--- src/rtl/instruction_fetch.sv ---
// -----------------------------------------------------------------------------
// instruction_fetch
//
// Fetch stage of the LEGv8 single-issue core. Holds the program counter,
// issues one instruction-memory request at a time over a req/ack handshake
// and registers the returned word into a one-entry instruction slot.
//
// Parameters:
//   ADDR_W   - PC / instruction memory address width
//   PC_RESET - PC value loaded by reset (4-byte aligned)
//
// Ports:
//   clk           in   clock, rising edge
//   reset         in   asynchronous, active-high reset
//   imem_req      out  fetch request, held until imem_ack
//   imem_addr     out  fetch address (the PC register)
//   imem_ack      in   one-cycle response pulse, imem_rdata valid with it
//   imem_rdata    in   instruction word
//   stall         in   downstream cannot take the slot this cycle
//   branch_taken  in   one-cycle redirect pulse from execute
//   branch_target in   redirect address, low two bits ignored
//   instr         out  slot instruction word
//   instr_pc      out  address the slot word was fetched from
//   opcode        out  instr[31:22], registered with instr
//   instr_valid   out  slot holds a live instruction
// -----------------------------------------------------------------------------
module instruction_fetch #(
    parameter int                ADDR_W   = 64,
    parameter logic [ADDR_W-1:0] PC_RESET = '0
) (
    input  logic              clk,
    input  logic              reset,
    output logic              imem_req,
    output logic [ADDR_W-1:0] imem_addr,
    input  logic              imem_ack,
    input  logic [31:0]       imem_rdata,
    input  logic              stall,
    input  logic              branch_taken,
    input  logic [ADDR_W-1:0] branch_target,
    output logic [31:0]       instr,
    output logic [ADDR_W-1:0] instr_pc,
    output logic [9:0]        opcode,
    output logic              instr_valid
);

    localparam logic S_IDLE = 1'b0;
    localparam logic S_REQ  = 1'b1;

    logic              r_state;
    logic [ADDR_W-1:0] r_pc;
    logic [ADDR_W-1:0] r_target;   // redirect waiting for the in-flight ack
    logic              r_squash;
    logic [31:0]       r_instr;
    logic [ADDR_W-1:0] r_instr_pc;
    logic [9:0]        r_opcode;
    logic              r_valid;

    logic [ADDR_W-1:0] w_target;
    logic              w_consume;

    // Masking keeps every target bit in use while forcing word alignment.
    assign w_target  = branch_target & ~ADDR_W'(3);
    assign w_consume = r_valid & ~stall;

    always_ff @(posedge clk or posedge reset) begin
        if (reset) begin
            r_state    <= S_IDLE;
            r_pc       <= PC_RESET;
            r_target   <= PC_RESET;
            r_squash   <= 1'b0;
            r_instr    <= '0;
            r_instr_pc <= '0;
            r_opcode   <= '0;
            r_valid    <= 1'b0;
        end else begin
            if (w_consume) begin
                r_valid <= 1'b0;
            end

            case (r_state)
                S_IDLE: begin
                    if (branch_taken) begin
                        r_pc    <= w_target;
                        r_valid <= 1'b0;
                        r_state <= S_REQ;
                    end else if (!r_valid || !stall) begin
                        // Only request when the slot is guaranteed empty by
                        // the time the ack returns, so no skid buffer exists.
                        r_state <= S_REQ;
                    end
                end

                S_REQ: begin
                    if (branch_taken) begin
                        r_valid <= 1'b0;
                        if (imem_ack) begin
                            // Response retires in the same edge: redirect directly.
                            r_pc     <= w_target;
                            r_squash <= 1'b0;
                            r_state  <= S_IDLE;
                        end else begin
                            // imem_addr must stay stable until the ack, so park
                            // the target; a later branch overwrites it.
                            r_target <= w_target;
                            r_squash <= 1'b1;
                        end
                    end else if (imem_ack) begin
                        r_state <= S_IDLE;
                        if (r_squash) begin
                            r_pc     <= r_target;
                            r_squash <= 1'b0;
                        end else begin
                            r_instr    <= imem_rdata;
                            r_opcode   <= imem_rdata[31:22];
                            r_instr_pc <= r_pc;
                            r_valid    <= 1'b1;
                            r_pc       <= r_pc + ADDR_W'(4);
                        end
                    end
                end

                default: r_state <= S_IDLE;
            endcase
        end
    end

    assign imem_req    = (r_state == S_REQ);
    assign imem_addr   = r_pc;
    assign instr       = r_instr;
    assign instr_pc    = r_instr_pc;
    assign opcode      = r_opcode;
    assign instr_valid = r_valid;

endmodule

--- config.mk ---
export PLATFORM = sky130hd
export DESIGN_NAME = instruction_fetch
export DESIGN_NICKNAME = d
export VERILOG_FILES = /design/src/rtl/instruction_fetch.sv
export SDC_FILE = /design/constraint.sdc
export NUM_CORES = 1
export LEC_CHECK = 0
export CAP_MARGIN = 20
export CORE_MARGIN = 4
export CORE_UTILIZATION = 54
export DETAILED_ROUTE_END_ITERATION = 10
export PLACE_DENSITY_LB_ADDON = 0.1
export SLEW_MARGIN = 20
export SYNTH_ARGS = -nofsm -noshare
export SYNTH_HDL_FRONTEND = slang
export SYNTH_SLANG_ARGS = --single-unit
--- constraint.sdc ---
create_clock -name clk -period 14.4 [get_ports clk]
set_input_delay 2.16 -clock clk [delete_from_list [all_inputs] [get_ports clk]]
set_output_delay 2.16 -clock clk [all_outputs]
set_load 0.03 [all_outputs]
==> flow_summary.html, run 1 <==
<table>
<tr><th>Metric</th><th>Value</th></tr>
<tr><th colspan="2">Timing</th></tr>
<tr><td>Setup_tns</td><td>0 ps</td></tr>
<tr><td>Post-layout minimum cycle time</td><td>5200 ps</td></tr>
<tr><td>Peak Freq</td><td>about 0.19 GHz</td></tr>
<tr><td>Remaining max-slew budget at the tightest pin</td><td>0.300</td></tr>
<tr><td>Least-Margin Pin Slew</td><td>~1000 ps</td></tr>
<tr><td>Unrepaired setup endpoints after global routing</td><td>false</td></tr>
<tr><td>Slew Viols, Final</td><td>0</td></tr>
<tr><td>Count of endpoints failing setup in the final report</td><td>0</td></tr>
<tr><td>Hold violation total from the final report</td><td>0</td></tr>
<tr><td>Final cycle utilization of the critical path</td><td>0.361</td></tr>
<tr><td>Final WS setup</td><td>approximately 9200 ps</td></tr>
<tr><td>Worst clock skew</td><td>roughly 14 ps</td></tr>
<tr><th colspan="2">CTS</th></tr>
<tr><td>Count of instances resized after the clock tree is built</td><td>0</td></tr>
<tr><td>Insertion delay to the later sink of the worst-skew pair</td><td>around 520 ps</td></tr>
<tr><td>Clock-pin slew reported for the worst setup and hold paths after clock tree synthesis</td><td>approximately 60 ps</td></tr>
<tr><td>Number of CTS-inserted buffers</td><td>24</td></tr>
<tr><td>CTS Sinks</td><td>between 200 and 250</td></tr>
<tr><td>Clock tree from TritonCTS</td><td>yes</td></tr>
<tr><td>Master cell of the clock root buffer</td><td>sky130_fd_sc_hd__clkbuf_16</td></tr>
<tr><td>Setup bufs post-CTS</td><td>0</td></tr>
<tr><td>Deepest level of the CTS H-tree</td><td>1</td></tr>
<tr><td>Count of hold buffers inserted by post-cts repair</td><td>0</td></tr>
<tr><td>Deepest clock path buffer count</td><td>3</td></tr>
<tr><th colspan="2">Setup path</th></tr>
<tr><td>Minimum setup slack among reg-to-reg paths</td><td>~11,000 ps</td></tr>
<tr><td>Worst reg2reg startpoint</td><td>imem_req$_DFF_PP0_</td></tr>
<tr><td>Critical register-to-register path endpoint</td><td>imem_addr[29]$_DFFE_PP0P_</td></tr>
<tr><td>Data arrival time at the worst-slack endpoint</td><td>5610 ps</td></tr>
<tr><td>Worst-path fanout max</td><td>67</td></tr>
<tr><td>Critical path origin</td><td>branch_taken</td></tr>
<tr><td>Startpoint types</td><td>primary input</td></tr>
<tr><td>Worst Setup Path Type</td><td>in2reg</td></tr>
<tr><td>Critical path required time</td><td>~15,000 ps</td></tr>
<tr><td>Number of cells traversed by the worst register-to-register path</td><td>5</td></tr>
<tr><td>Crit path capture</td><td>imem_addr[29]$_DFFE_PP0P_</td></tr>
<tr><td>Crit. End Element</td><td>register</td></tr>
<tr><th colspan="2">Synthesis</th></tr>
<tr><td>Count of flip-flops with a built-in enable after synthesis</td><td>0</td></tr>
<tr><td>Distinct cell type count after synthesis</td><td>between 60 and 70</td></tr>
<tr><td>Share of the synthesized area in the top cell type</td><td>0.513</td></tr>
<tr><td>Fraction of synthesis flops using an asynchronous set or reset pin</td><td>1.00</td></tr>
<tr><td>Prevailing post-synth register cell</td><td>sky130_fd_sc_hd__dfrtp_1</td></tr>
<tr><td>Number of cells produced by synthesis</td><td>~1,100</td></tr>
<tr><td>Cell types occupying the most area after synthesis</td><td>sky130_fd_sc_hd__dfrtp_1 51%, sky130_fd_sc_hd__nand2_1 11%, sky130_fd_sc_hd__mux2_2 6.7%</td></tr>
<tr><td>Cell area after synthesis</td><td>between 10,000 and 15,000 um^2</td></tr>
<tr><td>Sequential-to-total area share from yosys stat</td><td>0.513</td></tr>
<tr><td>Mean instance size in the synthesized netlist</td><td>9.45 um^2</td></tr>
<tr><td>Yosys warnings</td><td>0</td></tr>
<tr><td>Top cell types by occurrence after synthesis</td><td>322 x sky130_fd_sc_hd__nand2_1, 221 x sky130_fd_sc_hd__dfrtp_1, 64 x sky130_fd_sc_hd__mux2_2</td></tr>
<tr><td>Post-synthesis sequential element count</td><td>between 200 and 250</td></tr>
<tr><td>Cell taking the most area after synthesis</td><td>sky130_fd_sc_hd__dfrtp_1</td></tr>
<tr><td>Most common cell in the netlist</td><td>sky130_fd_sc_hd__nand2_1</td></tr>
<tr><th colspan="2">Power</th></tr>
<tr><td>Switching power total</td><td>between 0.0008 and 0.0009 W</td></tr>
<tr><td>Clock share of power</td><td>0.274</td></tr>
<tr><td>P per Cell Area</td><td>between 150 and 200 nW/um^2</td></tr>
<tr><td>Worst ir drop on vdd</td><td>0.126 mV</td></tr>
<tr><td>Internal power consumption</td><td>0.00150 W</td></tr>
<tr><td>Leakage power</td><td>about 6.3 nW</td></tr>
<tr><td>Flop pwr share</td><td>0.384</td></tr>
<tr><td>Switching portion of total power</td><td>0.363</td></tr>
<tr><td>Combinational Power Share</td><td>0.342</td></tr>
<tr><th colspan="2">Die</th></tr>
<tr><td>Initial Utilization</td><td>0.552</td></tr>
<tr><td>Overall die area</td><td>approximately 22,000 um^2</td></tr>
<tr><td>Die extent in y</td><td>approximately 150 um</td></tr>
<tr><td>Site row count</td><td>between 50 and 60</td></tr>
<tr><td>Number of top-level pins</td><td>about 270</td></tr>
<tr><td>Core area</td><td>about 20,000 um^2</td></tr>
<tr><td>Die Wd</td><td>roughly 150 um</td></tr>
<tr><th colspan="2">Detailed routing</th></tr>
<tr><td>Routed wire length</td><td>between 30 and 40 mm</td></tr>
<tr><td>Count of TritonRoute iterations in the first routing pass</td><td>5</td></tr>
<tr><td>DR WL/cell</td><td>~20 um</td></tr>
<tr><td>Remaining antenna violation count after routing</td><td>0</td></tr>
<tr><td>DR vias/cell</td><td>5.80</td></tr>
<tr><td>Vias post-DR</td><td>~9,500</td></tr>
<tr><td>DRT iter0 DRCs</td><td>between 700 and 800</td></tr>
<tr><td>Count of unresolved DRC violations after routing</td><td>0</td></tr>
<tr><th colspan="2">Cells and area</th></tr>
<tr><td>Layout filler cell count</td><td>roughly 1,500</td></tr>
<tr><td>Post-layout util</td><td>0.734</td></tr>
<tr><td>Total number of nets in the final design</td><td>between 1,000 and 1,500</td></tr>
<tr><td>Share of layout cells above drive strength 1</td><td>0.109</td></tr>
<tr><td>Number of inserted diodes</td><td>0</td></tr>
<tr><td>Layout Area Growth over Synthesis</td><td>33.0%</td></tr>
<tr><th colspan="2">GRT</th></tr>
<tr><td>All-Layer GR Usage</td><td>0.283</td></tr>
<tr><td>GRT overflow</td><td>0</td></tr>
<tr><td>Wire length of the first global-routing pass</td><td>~50 mm</td></tr>
<tr><td>Maximum number of pins on one net before global-route repair</td><td>94</td></tr>
<tr><td>Initial antenna violation count</td><td>1</td></tr>
<tr><td>Via count of the first global-routing pass</td><td>9,734</td></tr>
<tr><th colspan="2">Hold path</th></tr>
<tr><td>Hold Path Cell Cnt</td><td>2</td></tr>
<tr><td>Type of the most critical hold path</td><td>reg2reg</td></tr>
<tr><th colspan="2">Flow run</th></tr>
<tr><td>Max Cap Viol</td><td>0</td></tr>
<tr><th colspan="2">Placement</th></tr>
<tr><td>Worst setup timing slack at the placement stage</td><td>between 8000 and 9000 ps</td></tr>
<tr><td>Count of buffers from port buffering</td><td>266</td></tr>
<tr><td>RePlAce Congestion</td><td>about 0.85</td></tr>
<tr><td>Estimated wirelength of the detail-placed design</td><td>20.4 mm</td></tr>
<tr><th colspan="2">Run status</th></tr>
<tr><td>Outcome</td><td>complete, no violations</td></tr>
</table>
-- metrics by stage --
| stage | total power (W) | hold WS, ps | area [um^2] | cells |
|---|---|---|---|---|
| 2_1_floorplan | 0.00137 | 466 | 10800 | 1143 |
| 3_3_place_gp | 0.00170 | 457 | 13500 | 1594 |
| 3_5_place_dp | 0.00172 | 462 | 13500 | 1594 |
| 4_1_cts | 0.00237 | 477 | 14300 | 1637 |
| 5_1_grt | 0.00247 | 487 | 14300 | 1638 |
| 6_report | 0.00236 | 470 | 14300 | 1638 |
-- metal layers --
layer  track usage  up-vias  part of all wire
li1              -     4376                 -
met1         0.379     4686              0.41
met3        0.0638       50             0.088
met4        0.0696        2             0.018
met5             0        -           0.00022
met2         0.471      385              0.49
-- critical path: stages --
cell                      delay, ps
sky130_fd_sc_hd__buf_2          100
sky130_fd_sc_hd__buf_4          320
sky130_fd_sc_hd__nor2b_2        920
sky130_fd_sc_hd__and2_1         760
sky130_fd_sc_hd__nand2_4        470
sky130_fd_sc_hd__buf_4          520
sky130_fd_sc_hd__o21ai_0        310
-- cells in the final DEF (no fill, tap or decap), types with 3 or more instances in the layout --
cell,count
sky130_fd_sc_hd__nand2_1,321
sky130_fd_sc_hd__clkdlybuf4s50_1,265
sky130_fd_sc_hd__dfrtp_1,221
sky130_fd_sc_hd__mux2_2,64
sky130_fd_sc_hd__a21oi_1,58
sky130_fd_sc_hd__nor2_1,52
sky130_fd_sc_hd__o21ai_0,45
sky130_fd_sc_hd__nand3_1,27
sky130_fd_sc_hd__o22ai_1,25
sky130_fd_sc_hd__clkbuf_16,25
sky130_fd_sc_hd__xor2_1,24
sky130_fd_sc_hd__and3_1,23
sky130_fd_sc_hd__nand4_1,19
sky130_fd_sc_hd__a221oi_1,15
sky130_fd_sc_hd__xnor2_1,13
sky130_fd_sc_hd__a211oi_1,13
sky130_fd_sc_hd__a31oi_1,12
sky130_fd_sc_hd__buf_4,11
sky130_fd_sc_hd__and2_1,8
sky130_fd_sc_hd__nor3_1,8
sky130_fd_sc_hd__and4_1,8
sky130_fd_sc_hd__mux2i_1,8
sky130_fd_sc_hd__clkbuf_8,8
sky130_fd_sc_hd__nand2b_1,6
sky130_fd_sc_hd__o211ai_1,6
sky130_fd_sc_hd__inv_1,5
sky130_fd_sc_hd__nand4_4,4
sky130_fd_sc_hd__nor4_4,4
sky130_fd_sc_hd__or3_1,4
sky130_fd_sc_hd__nor4_1,4
sky130_fd_sc_hd__o221ai_1,4
sky130_fd_sc_hd__a31o_2,4
sky130_fd_sc_hd__conb_1,4
sky130_fd_sc_hd__clkbuf_1,4
sky130_fd_sc_hd__a211o_1,3
sky130_fd_sc_hd__nor3_2,3
sky130_fd_sc_hd__clkinv_2,3
-- cells by family (layout without fill, tap and decap cells) --
family | Yosys count | in the layout | share of synthesized area
adder cells (fa/ha/maj) | 1 | 1 | 0.00116
flip-flops | 221 | 221 | 0.513
other | 1 | 4 | 0.000348
AO/OA/AOI/OAI | 202 | 202 | 0.118
AND/OR/NAND/NOR | 508 | 508 | 0.222
buffers and inverters | 98 | 328 | 0.0413
multiplexers | 72 | 72 | 0.0743
XOR/XNOR | 37 | 37 | 0.0301
-- worst min path at each step --
stage                                        start                         to  slack, ps
after floorplan           r_target[37]$_DFFE_PP0P_  imem_addr[37]$_DFFE_PP0P_        470
after global placement    instr_pc[39]$_DFFE_PP0P_   instr_pc[39]$_DFFE_PP0P_        460
after detailed placement  instr_pc[63]$_DFFE_PP0P_   instr_pc[63]$_DFFE_PP0P_        460
after CTS                 instr_pc[63]$_DFFE_PP0P_   instr_pc[63]$_DFFE_PP0P_        480
after global routing          instr[0]$_DFFE_PP0P_       instr[0]$_DFFE_PP0P_        490
final                     instr_pc[23]$_DFFE_PP0P_   instr_pc[23]$_DFFE_PP0P_        470
-- cell type report --
class / count / area [um^2] / area share
Tap cell: 265 / 332 / 0.0231
Inverter: 7 / 33.8 / 0.00236
Clock inverter: 6 / 82.6 / 0.00576
Sequential cell: 221 / 5530 / 0.386
Clock buffer: 37 / 751 / 0.0524
Multi-Input combinational cell: 824 / 4830 / 0.337
Timing Repair Buffer: 278 / 2770 / 0.193
-- power by group through the flow --
stage | logic, W | registers (W) | clock network [W]
2_1_floorplan | 0.000268 | 0.00110 | 0
3_3_place_gp | 0.000794 | 0.000904 | 0
3_5_place_dp | 0.000808 | 0.000911 | 0
4_1_cts | 0.000813 | 0.000903 | 0.000652
5_1_grt | 0.000861 | 0.000927 | 0.000678
6_report | 0.000807 | 0.000905 | 0.000645
-- state kept, by name, indices dropped and copies added, names as in the netlist --
name / count
imem_addr: 62
instr_pc: 62
r_target: 62
instr: 32
imem_req: 1
instr_valid: 1
r_squash: 1
(Power assumes the default switching activity.)
==> inputs of run 2 (changes only) <==
--- a/config.mk
+++ b/config.mk
@@ -7,7 +7,7 @@
 export LEC_CHECK = 0
 export CAP_MARGIN = 20
 export CORE_MARGIN = 4
-export CORE_UTILIZATION = 54
+export CORE_UTILIZATION = 45
 export DETAILED_ROUTE_END_ITERATION = 10
 export PLACE_DENSITY_LB_ADDON = 0.1
 export SLEW_MARGIN = 20
==> constraint.sdc (replaced) <==
create_clock -name clk -period 4.6 [get_ports clk]
set_input_delay 0.69 -clock clk [delete_from_list [all_inputs] [get_ports clk]]
set_output_delay 0.69 -clock clk [all_outputs]
set_load 0.03 [all_outputs]
==> run 2 against run 1 <==
Net effect: non-clock buffer count increased by 6; register-to-register slack got worse by 8800 ps; count of clock-buffer cells in the layout decreased by 2; sequential power rose to 3.1 times the previous value; utilization fell by 12 points; total power grew to 3.1 times the previous value; critical path type is now reg2reg; critical path depth did not move; first-iteration DRC count rose by 1.8%; clock power grew to 3.0 times the previous value; hold slack got worse by 2.6 ps; clock skew shrank 3.9 ps.
==> flow_summary.html, run 2 (synthesized netlist as in run 1, its figures left out) <==
<table>
<tr><th>Metric</th><th>Value</th></tr>
<tr><th colspan="2">Cells and area</th></tr>
<tr><td>Layout Area Growth over Synthesis</td><td>33.6%</td></tr>
<tr><td>Number of inserted diodes</td><td>0 (unchanged)</td></tr>
<tr><td>Most frequent standard cell in the layout excluding fill and tap cells</td><td>sky130_fd_sc_hd__nand2_1</td></tr>
<tr><td>Top library cells by usage in the layout, fill and taps aside</td><td>321 x sky130_fd_sc_hd__nand2_1, 265 x sky130_fd_sc_hd__clkdlybuf4s50_1, 221 x sky130_fd_sc_hd__dfrtp_1</td></tr>
<tr><td>Post-layout util</td><td>0.611 (-0.123)</td></tr>
<tr><td>Share of layout cells above drive strength 1</td><td>0.112 (+0.00307)</td></tr>
<tr><td>Total number of nets in the final design</td><td>1,465 (+0.48%)</td></tr>
<tr><th colspan="2">CTS</th></tr>
<tr><td>Number of CTS-inserted buffers</td><td>25 (+4.2%)</td></tr>
<tr><td>Clock tree from TritonCTS</td><td>yes</td></tr>
<tr><td>Count of hold buffers inserted by post-cts repair</td><td>0 (unchanged)</td></tr>
<tr><td>Deepest clock path buffer count</td><td>3 (unchanged)</td></tr>
<tr><td>Setup bufs post-CTS</td><td>0 (unchanged)</td></tr>
<tr><td>Insertion delay to the later sink of the worst-skew pair</td><td>520 ps (about the same)</td></tr>
<tr><td>Master cell of the clock root buffer</td><td>sky130_fd_sc_hd__clkbuf_16</td></tr>
<tr><td>CTS Sinks</td><td>221 (unchanged)</td></tr>
<tr><td>Count of instances resized after the clock tree is built</td><td>0 (unchanged)</td></tr>
<tr><td>Clock-pin slew reported for the worst setup and hold paths after clock tree synthesis</td><td>60 ps (about the same)</td></tr>
<tr><td>Deepest level of the CTS H-tree</td><td>1 (unchanged)</td></tr>
<tr><th colspan="2">Setup path</th></tr>
<tr><td>Critical Path Max Stage Delay</td><td>550 ps (-370 ps)</td></tr>
<tr><td>Critical path required time</td><td>4950 ps (-9860 ps)</td></tr>
<tr><td>Master of the slowest instance on the critical path</td><td>sky130_fd_sc_hd__or4_1</td></tr>
<tr><td>Crit path buffers/inverters</td><td>0 (-3)</td></tr>
<tr><td>Worst Setup Path Type</td><td>reg2reg</td></tr>
<tr><td>Crit. End Element</td><td>register</td></tr>
<tr><td>Data arrival time at the worst-slack endpoint</td><td>3080 ps (-2530 ps)</td></tr>
<tr><td>Largest delay contributor family on the critical path</td><td>simple AND/OR/NAND/NOR gates</td></tr>
<tr><td>CP Depth</td><td>7 (unchanged)</td></tr>
<tr><td>Startpoint types</td><td>register</td></tr>
<tr><td>Cells along the critical path</td><td>ha_1 &gt; nand3_1 &gt; nor2_1 &gt; nand4_4 &gt; or4_1 &gt; mux2i_1 &gt; a31oi_1</td></tr>
<tr><td>Number of cells traversed by the worst register-to-register path</td><td>7 (+2)</td></tr>
<tr><td>Worst-path fanout max</td><td>12 (-82%)</td></tr>
<tr><th colspan="2">Timing</th></tr>
<tr><td>Post-layout minimum cycle time</td><td>2730 ps</td></tr>
<tr><td>Hold violation total from the final report</td><td>0 (unchanged)</td></tr>
<tr><td>Slew Viols, Final</td><td>0 (unchanged)</td></tr>
<tr><td>Remaining max-slew budget at the tightest pin</td><td>0.367 (+0.0673)</td></tr>
<tr><td>Worst clock skew</td><td>10.1 ps (-3.92 ps)</td></tr>
<tr><td>Peak Freq</td><td>about 0.37 GHz</td></tr>
<tr><td>Setup_tns</td><td>0 ps (unchanged)</td></tr>
<tr><td>Unrepaired setup endpoints after global routing</td><td>false</td></tr>
<tr><td>Final cycle utilization of the critical path</td><td>0.593</td></tr>
<tr><td>Count of endpoints failing setup in the final report</td><td>0 (unchanged)</td></tr>
<tr><td>Least-Margin Pin Slew</td><td>949 ps (-96.2 ps)</td></tr>
<tr><th colspan="2">Die</th></tr>
<tr><td>Number of top-level pins</td><td>273 (unchanged)</td></tr>
<tr><td>Die Wd</td><td>163 um (+9.0%)</td></tr>
<tr><td>Overall die area</td><td>26,500 um^2 (+19%)</td></tr>
<tr><td>Initial Utilization</td><td>0.458 (-0.0941)</td></tr>
<tr><td>Site row count</td><td>56 (+9.8%)</td></tr>
<tr><td>Core area</td><td>23,500 um^2 (+21%)</td></tr>
<tr><td>Die extent in y</td><td>163 um (+9.0%)</td></tr>
<tr><th colspan="2">Placement</th></tr>
<tr><td>Estimated wirelength of the detail-placed design</td><td>20.9 mm (+2.4%)</td></tr>
<tr><td>Count of buffers from port buffering</td><td>266 (unchanged)</td></tr>
<tr><td>RePlAce Congestion</td><td>0.822 (-3.7%)</td></tr>
<tr><th colspan="2">Flow run</th></tr>
<tr><td>Max Cap Viol</td><td>0 (unchanged)</td></tr>
<tr><th colspan="2">Detailed routing</th></tr>
<tr><td>DR vias/cell</td><td>5.48 (-5.5%)</td></tr>
<tr><td>Routed wire length</td><td>32.3 mm (+1.3%)</td></tr>
<tr><td>DRT iter0 DRCs</td><td>725 (+1.8%)</td></tr>
<tr><td>Remaining antenna violation count after routing</td><td>0 (unchanged)</td></tr>
<tr><td>Count of TritonRoute iterations in the first routing pass</td><td>5 (unchanged)</td></tr>
<tr><td>Count of unresolved DRC violations after routing</td><td>0 (unchanged)</td></tr>
<tr><td>DR WL/cell</td><td>19.0 um (-2.4%)</td></tr>
<tr><td>Vias post-DR</td><td>9,309 (-2.0%)</td></tr>
<tr><th colspan="2">Power</th></tr>
<tr><td>P per Cell Area</td><td>506 nW/um^2 (+210%)</td></tr>
<tr><td>Leakage power</td><td>6.29 nW (+0.17%)</td></tr>
<tr><td>Worst ir drop on vdd</td><td>0.334 mV (+160%)</td></tr>
<tr><th colspan="2">GRT</th></tr>
<tr><td>All-Layer GR Usage</td><td>0.239 (-0.0436)</td></tr>
<tr><td>Via count of the first global-routing pass</td><td>9,297 (-4.5%)</td></tr>
<tr><td>Initial antenna violation count</td><td>1 (unchanged)</td></tr>
<tr><td>GRT overflow</td><td>0 (unchanged)</td></tr>
<tr><td>Maximum number of pins on one net before global-route repair</td><td>165 (+76%)</td></tr>
<tr><td>Wire length of the first global-routing pass</td><td>51.2 mm (+0.30%)</td></tr>
<tr><th colspan="2">Run status</th></tr>
<tr><td>Outcome</td><td>complete, no violations</td></tr>
<tr><th colspan="2">Hold path</th></tr>
<tr><td>Hold Path Cell Cnt</td><td>2 (unchanged)</td></tr>
<tr><td>Type of the most critical hold path</td><td>reg2reg</td></tr>
</table>
run 2: tightest hold or removal path: cells and delay by family (launching register included):
| family | cells | cell delay [ps] |
|---|---|---|
| and+or+nand+nor | 2 | 100 |
| DFF | 1 | 340 |
run 2: layout make-up:
type | instances | area, um^2
inverter | 7 | 30.0
timing repair buffer | 284 | 2820
clock inverter | 9 | 70.1
tap | 319 | 399
multi-input combinational | 824 | 4830
clock buffer | 35 | 713
fill | 2087 | 9150
sequential | 221 | 5530
run 2: report_power, final:
part | internal, W | switching [W] | total [W]
combinational | 0.00108 | 0.00145 | 0.00253
clock | 0.00113 | 0.000797 | 0.00193
sequential | 0.00240 | 0.000422 | 0.00282
total | 0.00461 | 0.00267 | 0.00728
run 2: path summary, 6_finish.rpt:
check	start	to	slack (ps)
setup reg to reg	imem_addr[2]$_DFFE_PP0P_	imem_addr[56]$_DFFE_PP0P_	1870
hold / removal	instr[10]$_DFFE_PP0P_	instr[10]$_DFFE_PP0P_	470
hold reg to reg	instr[10]$_DFFE_PP0P_	instr[10]$_DFFE_PP0P_	470
min in group asynchronous	reset	instr[5]$_DFFE_PP0P_	780
setup / recovery	imem_addr[2]$_DFFE_PP0P_	imem_addr[56]$_DFFE_PP0P_	1870
max in group asynchronous	reset	instr_pc[18]$_DFFE_PP0P_	3100
run 2: metal layers:
metal  global-route usage  wire length, um  vias up
li1                     -                -     4384
met1                0.330            13900     4540
met2                0.384            15100      335
met3               0.0602             2510       48
met4               0.0541              694        2
met5                    0               13        -
run 2: per-stage QoR:
| stage | hold slack [ps] | instance area, um^2 | cells | power (W) | worst slack, ps |
|---|---|---|---|---|---|
| floorplan | 466 | 10800 | 1143 | 0.00428 | 1030 |
| global placement | 457 | 13600 | 1655 | 0.00535 | 1660 |
| detailed placement | 461 | 13600 | 1655 | 0.00539 | 1660 |
| CTS | 475 | 14400 | 1699 | 0.00734 | 1910 |
| global route | 494 | 14400 | 1699 | 0.00765 | 1750 |
| finish | 468 | 14400 | 1699 | 0.00728 | 1870 |
==> inputs of run 3 (changes only) <==
==> constraint.sdc (replaced) <==
create_clock -name clk -period 2.5 [get_ports clk]
set_input_delay 0.375 -clock clk [delete_from_list [all_inputs] [get_ports clk]]
set_output_delay 0.375 -clock clk [all_outputs]
set_load 0.03 [all_outputs]
==> run 3 against run 2 <==
Net effect: sequential share of layout area down 1.9 points; clock power is 110% higher; die area stayed put; fmax rose by 19%; hold slack lost 290 ps; combinational power rose by 100%; final area increased by 5.1%; critical path type unchanged; highest routed layer is now met4.
==> flow_summary.html, run 3 (synthesized netlist as in run 1, its figures left out) <==
<table>
<tr><th>Metric</th><th>Value</th></tr>
<tr><th colspan="2">CTS</th></tr>
<tr><td>Insertion delay to the later sink of the worst-skew pair</td><td>520 ps (about the same)</td></tr>
<tr><td>Count of hold buffers inserted by post-cts repair</td><td>0 (unchanged)</td></tr>
<tr><td>Count of instances resized after the clock tree is built</td><td>0 (unchanged)</td></tr>
<tr><td>Deepest level of the CTS H-tree</td><td>1 (unchanged)</td></tr>
<tr><td>Master cell of the clock root buffer</td><td>sky130_fd_sc_hd__clkbuf_16</td></tr>
<tr><td>Clock tree from TritonCTS</td><td>yes</td></tr>
<tr><td>CTS Sinks</td><td>221 (unchanged)</td></tr>
<tr><td>Clock-pin slew reported for the worst setup and hold paths after clock tree synthesis</td><td>60 ps (about the same)</td></tr>
<tr><td>Deepest clock path buffer count</td><td>3 (unchanged)</td></tr>
<tr><td>Number of CTS-inserted buffers</td><td>25 (unchanged)</td></tr>
<tr><td>Setup bufs post-CTS</td><td>0 (unchanged)</td></tr>
<tr><th colspan="2">Cells and area</th></tr>
<tr><td>Layout Area Growth over Synthesis</td><td>40.4%</td></tr>
<tr><td>Share of layout cells above drive strength 1</td><td>0.157 (+0.0444)</td></tr>
<tr><td>Post-layout util</td><td>0.643 (+0.0314)</td></tr>
<tr><td>Layout filler cell count</td><td>1,988 (-4.7%)</td></tr>
<tr><td>Top library cells by usage in the layout, fill and taps aside</td><td>321 x sky130_fd_sc_hd__nand2_1, 265 x sky130_fd_sc_hd__clkdlybuf4s50_1, 221 x sky130_fd_sc_hd__dfrtp_1</td></tr>
<tr><td>Most frequent standard cell in the layout excluding fill and tap cells</td><td>sky130_fd_sc_hd__nand2_1</td></tr>
<tr><td>Total number of nets in the final design</td><td>1,532 (+4.6%)</td></tr>
<tr><td>Number of inserted diodes</td><td>0 (unchanged)</td></tr>
<tr><td>Final non-filler cell area</td><td>15,100 um^2 (+5.1%)</td></tr>
<tr><th colspan="2">Setup path</th></tr>
<tr><td>Number of cells traversed by the worst register-to-register path</td><td>8 (+1)</td></tr>
<tr><td>Critical Path Max Stage Delay</td><td>450 ps (-100 ps)</td></tr>
<tr><td>Cells along the critical path</td><td>ha_1 &gt; nand3_1 &gt; buf_4 &gt; or2_2 &gt; nor2_4 &gt; nand4_1 &gt; a21oi_1 &gt; a2bb2oi_1</td></tr>
<tr><td>Crit path buffers/inverters</td><td>1 (+1)</td></tr>
<tr><td>Worst Setup Path Type</td><td>reg2reg</td></tr>
<tr><td>Startpoint types</td><td>register</td></tr>
<tr><td>Crit. End Element</td><td>register</td></tr>
<tr><td>Worst-path fanout max</td><td>7 (-5)</td></tr>
<tr><td>Critical path required time</td><td>2940 ps (-2010 ps)</td></tr>
<tr><td>Data arrival time at the worst-slack endpoint</td><td>2720 ps (-360 ps)</td></tr>
<tr><td>CP Depth</td><td>8 (+1)</td></tr>
<tr><td>Master of the slowest instance on the critical path</td><td>sky130_fd_sc_hd__dfrtp_1</td></tr>
<tr><td>Largest delay contributor family on the critical path</td><td>simple AND/OR/NAND/NOR gates</td></tr>
<tr><th colspan="2">GRT</th></tr>
<tr><td>Initial antenna violation count</td><td>0 (-1)</td></tr>
<tr><td>All-Layer GR Usage</td><td>0.248 (+0.00933)</td></tr>
<tr><td>Wire length of the first global-routing pass</td><td>53.4 mm (+4.4%)</td></tr>
<tr><td>GRT overflow</td><td>0 (unchanged)</td></tr>
<tr><td>Maximum number of pins on one net before global-route repair</td><td>65 (-61%)</td></tr>
<tr><td>Via count of the first global-routing pass</td><td>9,759 (+5.0%)</td></tr>
<tr><th colspan="2">Timing</th></tr>
<tr><td>Final WS setup</td><td>212 ps (-1660 ps)</td></tr>
<tr><td>Worst clock skew</td><td>6.62 ps (-3.45 ps)</td></tr>
<tr><td>Unrepaired setup endpoints after global routing</td><td>false</td></tr>
<tr><td>Hold violation total from the final report</td><td>0 (unchanged)</td></tr>
<tr><td>Hold WS</td><td>175 ps (-293 ps)</td></tr>
<tr><td>Remaining max-slew budget at the tightest pin</td><td>0.679 (+0.311)</td></tr>
<tr><td>Slew Viols, Final</td><td>0 (unchanged)</td></tr>
<tr><td>Final cycle utilization of the critical path</td><td>0.915 (+0.322)</td></tr>
<tr><td>Peak Freq</td><td>0.437 GHz (+19%)</td></tr>
<tr><td>Least-Margin Pin Slew</td><td>470 ps (-479 ps)</td></tr>
<tr><td>Post-layout minimum cycle time</td><td>2290 ps (-440 ps)</td></tr>
<tr><td>Count of endpoints failing setup in the final report</td><td>0 (unchanged)</td></tr>
<tr><th colspan="2">Die</th></tr>
<tr><td>Core area</td><td>23,500 um^2 (unchanged)</td></tr>
<tr><td>Number of top-level pins</td><td>273 (unchanged)</td></tr>
<tr><td>Initial Utilization</td><td>0.458 (unchanged)</td></tr>
<tr><td>Site row count</td><td>56 (unchanged)</td></tr>
<tr><td>Die extent in y</td><td>163 um (unchanged)</td></tr>
<tr><td>Overall die area</td><td>26,500 um^2 (unchanged)</td></tr>
<tr><td>Die Wd</td><td>163 um (unchanged)</td></tr>
<tr><th colspan="2">Placement</th></tr>
<tr><td>Estimated wirelength of the detail-placed design</td><td>22.8 mm (+9.1%)</td></tr>
<tr><td>Worst setup timing slack at the placement stage</td><td>229 ps (-1430 ps)</td></tr>
<tr><td>RePlAce Congestion</td><td>0.832 (+1.3%)</td></tr>
<tr><td>Area post-placement</td><td>14,200 um^2 (+4.5%)</td></tr>
<tr><td>Count of buffers from port buffering</td><td>266 (unchanged)</td></tr>
<tr><th colspan="2">Power</th></tr>
<tr><td>Sum of internal, switching and leakage power</td><td>0.0142 W (+95%)</td></tr>
<tr><td>Leakage power</td><td>6.72 nW (+6.7%)</td></tr>
<tr><td>P per Cell Area</td><td>937 nW/um^2 (+85%)</td></tr>
<tr><td>Worst ir drop on vdd</td><td>0.712 mV (+110%)</td></tr>
<tr><th colspan="2">Detailed routing</th></tr>
<tr><td>Routed wire length</td><td>33.0 mm (+2.4%)</td></tr>
<tr><td>Vias post-DR</td><td>9,626 (+3.4%)</td></tr>
<tr><td>DR vias/cell</td><td>5.45 (-0.57%)</td></tr>
<tr><td>Count of unresolved DRC violations after routing</td><td>0 (unchanged)</td></tr>
<tr><td>Count of TritonRoute iterations in the first routing pass</td><td>7 (+2)</td></tr>
<tr><td>DR WL/cell</td><td>18.7 um (-1.6%)</td></tr>
<tr><td>DRT iter0 DRCs</td><td>753 (+3.9%)</td></tr>
<tr><td>Remaining antenna violation count after routing</td><td>0 (unchanged)</td></tr>
<tr><th colspan="2">Flow run</th></tr>
<tr><td>Max Cap Viol</td><td>0 (unchanged)</td></tr>
<tr><th colspan="2">Run status</th></tr>
<tr><td>Outcome</td><td>complete, no violations</td></tr>
<tr><th colspan="2">Hold path</th></tr>
<tr><td>Type of the most critical hold path</td><td>in2async</td></tr>
</table>
run 3: cell types whose count changed in the layout (fill, tap and decap cells not counted), sizes merged:
cell / change
buf: +67
bufinv: +5
clkbuf: -6
clkinvlp: +2
run 3: final cells by class:
type,count,area [um^2],area share
flip-flops and latches,221,5530,0.365
multi-input cells,824,4830,0.319
repair buffers,351,3430,0.227
clock buffers,29,671,0.0443
well taps,319,399,0.0264
clock inverters,16,235,0.0155
inverters,7,30.0,0.00198
run 3: path summary, 6_finish.rpt:
check / from / to / slack [ps]
worst max-delay path: imem_addr[3]$_DFFE_PP0P_ / imem_addr[58]$_DFFE_PP0P_ / 210
worst min-delay path: reset / imem_addr[48]$_DFFE_PP0P_ / 170
worst max register to register: imem_addr[3]$_DFFE_PP0P_ / imem_addr[58]$_DFFE_PP0P_ / 210
worst min register to register: instr[10]$_DFFE_PP0P_ / instr[10]$_DFFE_PP0P_ / 470
max in group asynchronous: reset / r_target[20]$_DFFE_PP0P_ / 1550
min in group clk: branch_taken / imem_addr[13]$_DFFE_PP0P_ / 380
run 3: routing by layer:
metal  global-route usage  wire [um]
met1                0.349      14400
met2                0.398      15500
met3               0.0542       2610
met4               0.0568        539
met5                    0          0
run 3: per-stage QoR:
stage / std cells / setup TNS [ps]
after CTS: 1767 / 0
final: 1767 / 0
after global routing: 1767 / 0
after global placement: 1722 / 0
after detailed placement: 1722 / 0
after floorplan: 1143 / -167310
run 3: power by group:
| group | leakage, nW | internal [W] | switching [W] |
|---|---|---|---|
| registers | 2.69 | 0.00442 | 0.000540 |
| clock network | 0.447 | 0.00253 | 0.00150 |
| logic | 3.58 | 0.00221 | 0.00297 |
| total | 6.72 | 0.00916 | 0.00501 |
